[src/rtl/bus_pkg.sv]
// Shared types and constants for the I/D cache memory-bus arbiter.
package bus_pkg;

  typedef enum logic [1:0] {
    StIdle,
    StAddr,
    StWdata,
    StResp
  } arb_state_t;

  // 512-bit line over a 64-bit bus
  localparam int unsigned LINE_BEATS = 8;
  // Tag bit that marks a read (line fill); clear means writeback
  localparam int unsigned RD_TAG_BIT = 12;

  localparam logic [12:0] TAG_ICACHE_RD = 13'b1_0001_0000_0000;
  localparam logic [12:0] TAG_DCACHE_RD = 13'b1_0010_0000_0000;
  localparam logic [12:0] TAG_DCACHE_WR = 13'b0_0001_0000_0000;

endpackage

[src/rtl/rr_arbiter2.sv]
// Two-way round-robin pick: a lone requester wins, a tie goes to the master
// that did not win last time.
module rr_arbiter2 (
  input  logic req0_i,
  input  logic req1_i,
  input  logic last_grant_i,
  output logic valid_o,
  output logic winner_o
);

  // Combinational pick; winner_o is only meaningful when valid_o is set
  always_comb begin
    valid_o  = req0_i | req1_i;
    winner_o = 1'b0;
    if (req0_i && req1_i) begin
      winner_o = ~last_grant_i;
    end else if (req1_i) begin
      winner_o = 1'b1;
    end
  end

endmodule

[src/rtl/bus_arbiter.sv]
// Shares one tagged memory-bus port between the I-cache (master 0) and the
// D-cache (master 1). One transaction outstanding; the grant is held until
// the address beat plus either the write beats or the response beats finish.
module bus_arbiter
  import bus_pkg::*;
#(
  parameter int unsigned BUS_DATA_WIDTH = 64,
  parameter int unsigned BUS_TAG_WIDTH  = 13,
  parameter int unsigned BEATS_PER_LINE = LINE_BEATS,
  parameter int unsigned READ_TAG_BIT   = RD_TAG_BIT
) (
  input  logic                      clk,
  input  logic                      reset,
  input  logic                      i_reqcyc,
  input  logic                      d_reqcyc,
  input  logic [BUS_DATA_WIDTH-1:0] i_req,
  input  logic [BUS_DATA_WIDTH-1:0] d_req,
  input  logic [BUS_TAG_WIDTH-1:0]  i_reqtag,
  input  logic [BUS_TAG_WIDTH-1:0]  d_reqtag,
  output logic                      i_reqack,
  output logic                      d_reqack,
  output logic                      i_respcyc,
  output logic                      d_respcyc,
  output logic [BUS_DATA_WIDTH-1:0] i_resp,
  output logic [BUS_DATA_WIDTH-1:0] d_resp,
  output logic [BUS_TAG_WIDTH-1:0]  i_resptag,
  output logic [BUS_TAG_WIDTH-1:0]  d_resptag,
  input  logic                      i_respack,
  input  logic                      d_respack,
  output logic                      bus_reqcyc,
  output logic [BUS_DATA_WIDTH-1:0] bus_req,
  output logic [BUS_TAG_WIDTH-1:0]  bus_reqtag,
  input  logic                      bus_reqack,
  input  logic                      bus_respcyc,
  input  logic [BUS_DATA_WIDTH-1:0] bus_resp,
  input  logic [BUS_TAG_WIDTH-1:0]  bus_resptag,
  output logic                      bus_respack
);

  localparam int unsigned     CntW     = $clog2(BEATS_PER_LINE) + 1;
  localparam logic [CntW-1:0] LastBeat = CntW'(BEATS_PER_LINE - 1);

  arb_state_t      state_q, state_d;
  logic            owner_q, owner_d;
  logic            last_grant_q, last_grant_d;
  logic            is_read_q, is_read_d;
  logic [CntW-1:0] cnt_q, cnt_d;

  logic                      grant_valid;
  logic                      grant_winner;
  logic                      own_reqcyc;
  logic [BUS_DATA_WIDTH-1:0] own_req;
  logic [BUS_TAG_WIDTH-1:0]  own_reqtag;
  logic                      own_respack;
  logic                      fwd;
  logic                      in_resp;
  logic                      req_hs;
  logic                      resp_hs;

  rr_arbiter2 u_rr (
    .req0_i      (i_reqcyc),
    .req1_i      (d_reqcyc),
    .last_grant_i(last_grant_q),
    .valid_o     (grant_valid),
    .winner_o    (grant_winner)
  );

  // Select the current owner's request-side inputs
  always_comb begin
    if (owner_q) begin
      own_reqcyc  = d_reqcyc;
      own_req     = d_req;
      own_reqtag  = d_reqtag;
      own_respack = d_respack;
    end else begin
      own_reqcyc  = i_reqcyc;
      own_req     = i_req;
      own_reqtag  = i_reqtag;
      own_respack = i_respack;
    end
  end

  // Gating by reset keeps every control output low while reset is held,
  // even before the synchronous reset has taken effect at the next edge.
  assign fwd     = reset && ((state_q == StAddr) || (state_q == StWdata));
  assign in_resp = reset && (state_q == StResp);
  assign req_hs  = fwd && own_reqcyc && bus_reqack;
  assign resp_hs = in_resp && bus_respcyc && own_respack;

  // Next-state logic for the grant / transfer sequence
  always_comb begin
    state_d      = state_q;
    owner_d      = owner_q;
    last_grant_d = last_grant_q;
    is_read_d    = is_read_q;
    cnt_d        = cnt_q;
    unique case (state_q)
      StIdle: begin
        if (grant_valid) begin
          owner_d      = grant_winner;
          last_grant_d = grant_winner;
          is_read_d    = grant_winner ? d_reqtag[READ_TAG_BIT] : i_reqtag[READ_TAG_BIT];
          state_d      = StAddr;
        end
      end
      StAddr: begin
        if (!own_reqcyc) begin
          // Owner abandoned the request before the bus took the address
          state_d = StIdle;
        end else if (bus_reqack) begin
          cnt_d   = '0;
          state_d = is_read_q ? StResp : StWdata;
        end
      end
      StWdata: begin
        if (own_reqcyc && bus_reqack) begin
          if (cnt_q == LastBeat) begin
            cnt_d   = '0;
            state_d = StIdle;
          end else begin
            cnt_d = cnt_q + 1'b1;
          end
        end
      end
      StResp: begin
        if (bus_respcyc && own_respack) begin
          if (cnt_q == LastBeat) begin
            cnt_d   = '0;
            state_d = StIdle;
          end else begin
            cnt_d = cnt_q + 1'b1;
          end
        end
      end
    endcase
  end

  // State registers with synchronous active-low reset
  always_ff @(posedge clk) begin
    if (!reset) begin
      state_q      <= StIdle;
      owner_q      <= 1'b0;
      last_grant_q <= 1'b1;
      is_read_q    <= 1'b0;
      cnt_q        <= '0;
    end else begin
      state_q      <= state_d;
      owner_q      <= owner_d;
      last_grant_q <= last_grant_d;
      is_read_q    <= is_read_d;
      cnt_q        <= cnt_d;
    end
  end

  // Request path: forward the owner only; bus_reqack never feeds bus_reqcyc
  assign bus_reqcyc = fwd && own_reqcyc;
  assign bus_req    = fwd ? own_req : '0;
  assign bus_reqtag = fwd ? own_reqtag : '0;
  assign i_reqack   = fwd && !owner_q && bus_reqack;
  assign d_reqack   = fwd && owner_q && bus_reqack;

  // Response path: data/tag broadcast, only respcyc qualifies them
  assign i_respcyc   = in_resp && !owner_q && bus_respcyc;
  assign d_respcyc   = in_resp && owner_q && bus_respcyc;
  assign i_resp      = bus_resp;
  assign d_resp      = bus_resp;
  assign i_resptag   = bus_resptag;
  assign d_resptag   = bus_resptag;
  assign bus_respack = resp_hs;

endmodule

[config.mk]
export PLATFORM = sky130hd
export DESIGN_NAME = bus_arbiter
export DESIGN_NICKNAME = d
export VERILOG_FILES = /design/src/rtl/bus_pkg.sv /design/src/rtl/rr_arbiter2.sv /design/src/rtl/bus_arbiter.sv
export SDC_FILE = /design/constraint.sdc
export NUM_CORES = 1
export LEC_CHECK = 0
export CAP_MARGIN = 20
export CORE_AREA = 3 3 183 185
export DETAILED_ROUTE_END_ITERATION = 10
export DIE_AREA = 0 0 186 188
export MAX_ROUTING_LAYER = met4
export PLACE_DENSITY = 0.52
export SYNTH_ARGS = -nofsm -noshare
export SYNTH_HDL_FRONTEND = slang
export SYNTH_SLANG_ARGS = --single-unit
[constraint.sdc]
create_clock -name clk -period 1.6 [get_ports clk]
set_input_delay 0.24 -clock clk [delete_from_list [all_inputs] [get_ports clk]]
set_output_delay 0.24 -clock clk [all_outputs]
set_load 0.005 [all_outputs]
# == After elaboration in Yosys (flattened, before gate mapping) ==
# Cells that the tools add are included.
# Widths: inputs -> output; s select.
# word_totals
reg_bits,9
word_cells,64
# classes
add_sub_neg,1
mux,23
eq_ne,10
reduce_logical,23
bitwise,2
# op_table
op,count
$mux 64,2
$mux 13,2
$mux 4,5
$logic_and 1x1->1,16
$mux 2,6
$pmux 4 s3,1
$pmux 2 s4,1
$mux 1,6
$ne 2x2->1 const B,3
$reduce_and 5->1,1
$add 4x1->4 const B,1
$eq 2x2->1 const B,2
$eq 4x3->1 const B,1
$ne 2x1->1 const B,2
$reduce_and 4->1,1
$ne 3x3->1 const B,1
$reduce_bool 3->1,1
$eq 2x1->1 const B,1
$logic_not 2->1,1
$reduce_and 2->1,1
$logic_not 1->1,1
$logic_or 1x1->1,1
$not 1->1,1
$or 1x1->1,1

# == Logic depth before layout (Yosys ltp) ==
# Gate-level depths: netlist of the first run.
# depth
ltp_word,5
ltp_mapped,7

# == Cells and area by module ==
# Synthesis of the first run repeated with hierarchy kept, for this count alone.
# unflattened
hier_cells,334
hier_area_um2,2611.3
# by_module_without_submodules
module,cells_each,instances,seq_area_each_um2,area_each_um2
bus_arbiter,332,1,180.2,2597.5
rr_arbiter2,2,1,0.0,13.8

# == Least setup slack after synthesis of the first run ==
# Ideal clock, no wire load.
# synth_path
path_kind,reg2out
from,register state_q[0]
to,output bus_req[45]
t_arrival_ns,1.502
n_path_buf,2
path_slack_ns,-0.142
stages_incl_launch_ff,8
cell_sequence,dfxtp_1 > inv_1 > ha_1 > nand2_2 > nor2_2 > buf_2 > buf_2 > a22o_1
# synth_between
elab_chain_len,4
elab_cells_between_ends,5
classes_between,eq/ne: 2; mux: 1; reduce/logical: 2
# synth_lines
element,line,text
from (decl),bus_arbiter.sv:43,"arb_state_t state_q, state_d;"
from (signal assigned),bus_arbiter.sv:141,state_q <= StIdle;
from (signal assigned),bus_arbiter.sv:147,state_q <= state_d;
$eq 2x1->1 / $eq 2x2->1 (equally long branches),bus_arbiter.sv:85,assign fwd = reset && ((state_q == StAddr) || (state_q == StWdata));
$logic_or 1x1->1 (*),bus_arbiter.sv:85,
$logic_and 1x1->1 (*),bus_arbiter.sv:85,
$mux 64 (*),bus_arbiter.sv:157,assign bus_req = fwd ? own_req : '0;
to (decl),bus_arbiter.sv:31,"output logic [BUS_DATA_WIDTH-1:0] bus_req,"
# Mark *: on every way between the ends. The rest lies on a longest branch, timed or not.

# == Worst setup path after layout of the first run ==
# layout_path
from,register state_q[1]
to,output bus_req[7]
# Same word-level chain as after synthesis.

==> results.sh, run 1 <==
export IMPL_status="finished with violations"
export IMPL_violations="negative setup slack"
export IMPL_crit_start="state_q[1]"
export IMPL_power_density_nw_per_um2=672
export IMPL_p_leak_nw=2.32
export IMPL_synth_distinct_cells=39
export IMPL_start_kind="flop"
export IMPL_drive_gt1_share_pct=40.2
export IMPL_htree_levels=1
export IMPL_yosys_warnings=0
export IMPL_synth_compound_area_share_pct=30.2
export IMPL_path_clk_slew_ps=40
export IMPL_synthesis_area_um2=2630
export IMPL_max_cap_violations=0
export IMPL_path_max_fanout=6
export IMPL_diodes=0
export IMPL_grt_pass1_vias=2842
export IMPL_vias=3060
export IMPL_min_path_type="in -> out"
export IMPL_slowest_delay_ps=330
export IMPL_synth_top_family_by_area="buffers and inverters"
export IMPL_hold_viol=0
export IMPL_place_gp_congestion=0.703
export IMPL_ioPinCount=476
export IMPL_grt_max_degree=28
export IMPL_die_w_um=186
export IMPL_yosys_area_share_simple_pct=8.84
export IMPL_min_from="bus_resp[51]"
export IMPL_period_share_pct=132
export IMPL_syn_num_nets=581
export IMPL_drv_slew=0
export IMPL_period_needed_ps=2110
export IMPL_crit_type="reg -> out"
export IMPL_cp_cell_sequence="inv_2, ha_4, nand2_4, nor2_4, buf_12, clkbuf_16, buf_8, buf_6, a22o_1, buf_2"
export IMPL_dp_hpwl_mm=10.5
export IMPL_core_um2=32200
export IMPL_row_count=66
export IMPL_clock_latency_ps=240
export IMPL_synth_cells=335
export IMPL_first_pass_iters=4
export IMPL_crit_slowest_cell="dfxtp_2"
export IMPL_hold_buffers=0
export IMPL_grt_usage_pct=7.50
export IMPL_start_util_pct=8.18
export IMPL_synthAdderAreaFrac_pct=3.33
export IMPL_die_h_um=188
export IMPL_maxSlewHeadroom_pct=79.2
export IMPL_r2r_start="owner_q"
export IMPL_antenna_found_initial=0
export IMPL_cts_tree="yes"
export IMPL_tightestPinTransition_ps=306
export IMPL_setup_violations=78
export IMPL_rsz0062_at_grt="true"
export IMPL_final_nets=744
export IMPL_fmax_ghz=0.474
export IMPL_p_total_mw=3.63
export IMPL_first_iter_violations=142
export IMPL_portBuffers=244
export IMPL_design_die_area_um2=35000
export IMPL_dpl_worst_slack_ps=-751
export IMPL_drc=0
export IMPL_wire_per_inst_um=18.5
export IMPL_synth_edf_count=0
export IMPL_postRouteWirelength_mm=16.8
export IMPL_skew_ps=1.66
export IMPL_via_per_inst=3.38
export IMPL_ys_seq_area_share_pct=6.84
export IMPL_synth_seq_cells=9
export IMPL_arrival_ps=1870
export IMPL_nFillCells=3666
export IMPL_required_ps=1360
export IMPL_synthMuxAreaShare_pct=2.76
export IMPL_grt_pass1_wl_mm=18.7
export IMPL_overflow=0
export IMPL_avgSynthCellArea_um2=7.86
export IMPL_cts_sinks=9
export IMPL_fin_ws_ps=-511
export IMPL_ant_nets=0
export IMPL_end_kind="output pin"
export IMPL_root_buffer="clkbuf_16"
export IMPL_synthArstFlopShare_pct=0
export IMPL_irDropWorstVdd_mv=0.471
export IMPL_cts_inserted_buffers=3
export IMPL_synthXorXnorAreaFrac_pct=0
export IMPL_area_delta_synth_final_pct=105
export IMPL_ys_flop_type="dfxtp_1"
export IMPL_clock_path_buffers=2
[cells by family (layout without fill, tap and decap cells)]
group                      after synthesis  count (layout)
buffers and inverters                  178             340
adders and majority gates                7               7
AOI/OAI and AO/OA                       92              92
and+or+nand+nor                         43              43
muxes                                    6               6
DFF                                      9               9
[placed cells by master (no fill, tap or decap), drive strengths merged]
| master | synthesis | layout |
|---|---|---|
| nand3 | 3 | 3 |
| and4 | 1 | 1 |
| nor3b | 1 | 1 |
| a32o | 2 | 2 |
| nor2b | 2 | 2 |
| inv | 6 | 6 |
| o211a | 1 | 1 |
| clkdlybuf4s50 | 0 | 159 |
| nor2 | 9 | 9 |
| nor4 | 1 | 1 |
| clkbuf | 5 | 52 |
| o21ai | 3 | 3 |
| and2 | 1 | 1 |
| buf | 167 | 118 |
| o211ai | 1 | 1 |
| nor3 | 2 | 2 |
| or4b | 1 | 1 |
| a22o | 77 | 77 |
| a32oi | 1 | 1 |
| and3b | 1 | 1 |
| dlymetal6s2s | 0 | 4 |
| a21oi | 3 | 3 |
| or4bb | 1 | 1 |
| o2111ai | 2 | 2 |
| nand2b | 3 | 3 |
| nand2 | 14 | 14 |
| o32a | 1 | 1 |
| dfxtp | 9 | 9 |
| ha | 7 | 7 |
| dlygate4sd2 | 0 | 1 |
| or2 | 1 | 1 |
| o22ai | 1 | 1 |
| nand3b | 2 | 2 |
| mux2i | 6 | 6 |
[final timing paths]
kind	depth (start not counted)	slack (ps)	end
hold / removal	0	480	d_resp[51]
setup / recovery	10	-510	bus_req[7]
setup reg to reg	7	0	state_q[1]
hold reg to reg	2	480	cnt_q[0]
[routing by layer]
layer | up-vias | wire [um] | GRT usage [%]
met5 | - | 0 | -
met4 | 0 | 261 | 1.63
met3 | 31 | 2030 | 3.12
met2 | 257 | 7450 | 11.8
met1 | 1400 | 7020 | 9.00
li1 | 1372 | - | -
[report_power, final]
group	total (mW)	switching [mW]	leakage [nW]	internal [mW]
Combinational	2.90	1.12	2.21	1.78
Clock	0.450	0.116	0.0382	0.334
Sequential	0.281	0.0221	0.0755	0.259
Total	3.63	1.26	2.32	2.37
[registers in the layout, indices dropped and copies added, names as in the netlist]
signal and flops:
owner_q 1, state_q 2, cnt_q 4, is_read_q 1, last_grant_q 1
[timing repair]
item	CTS	global route
setup endpoints to repair	88	88
gates cloned	8	10
hold endpoints to repair	0	0
setup buffers	14	36
pin swaps	9	44
resized for setup	152	187
[cells in the mapped netlist, types with 3 or more instances]
library cell | number | area, um^2
buf_4 | 154 | 1160
a22o_1 | 77 | 674
nand2_1 | 13 | 48.8
buf_2 | 9 | 45.0
dfxtp_1 | 9 | 180
ha_1 | 7 | 87.6
nor2_1 | 7 | 26.3
inv_1 | 6 | 22.5
clkbuf_1 | 5 | 18.8
mux2i_1 | 5 | 50.1
buf_1 | 3 | 11.3
nand2b_1 | 3 | 18.8
nand3_1 | 3 | 15.0
[through the flow]
stage | cells | utilization (%) | setup TNS (ps) | area, um^2 | hold WS [ps]
after floorplan | 335 | - | 0 | 2680 | 401
after global placement | 843 | 14.3 | -51120 | 4620 | 467
after detailed placement | 843 | 14.3 | -52420 | 4620 | 474
after CTS | 869 | 15.9 | -49120 | 5120 | 480
after global routing | 905 | 16.8 | -39620 | 5400 | 480
final | 905 | 16.8 | -33400 | 5400 | 480
[worst max-delay path, delay by kind of cell (launching register included)]
kind	cells	cell delay, ps
buffers and inverters	6	680
DFF	1	330
AOI/OAI and AO/OA	1	250
adders and majority gates	1	240
and+or+nand+nor	2	120
[final cells by class]
cell class | count | area, um^2 | share of cell area (%)
inverter | 6 | 22.5 | 0.417
clock buffer | 4 | 78.8 | 1.46
timing repair buffer | 330 | 3280 | 60.7
tap | 408 | 510 | 9.45
multi-input combinational | 148 | 1320 | 24.5
sequential | 9 | 188 | 3.47
Power figures use the tool's default switching activity.
==> run 2: changes to the inputs <==
--- a/config.mk
+++ b/config.mk
@@ -11,6 +11,7 @@
 export DIE_AREA = 0 0 186 188
 export MAX_ROUTING_LAYER = met4
 export PLACE_DENSITY = 0.52
+export SLEW_MARGIN = 10
 export SYNTH_ARGS = -nofsm -noshare
 export SYNTH_HDL_FRONTEND = slang
 export SYNTH_SLANG_ARGS = --single-unit
==> results of run 2 <==
No change in the layout: final DEF, timing and power equal those of run 1.
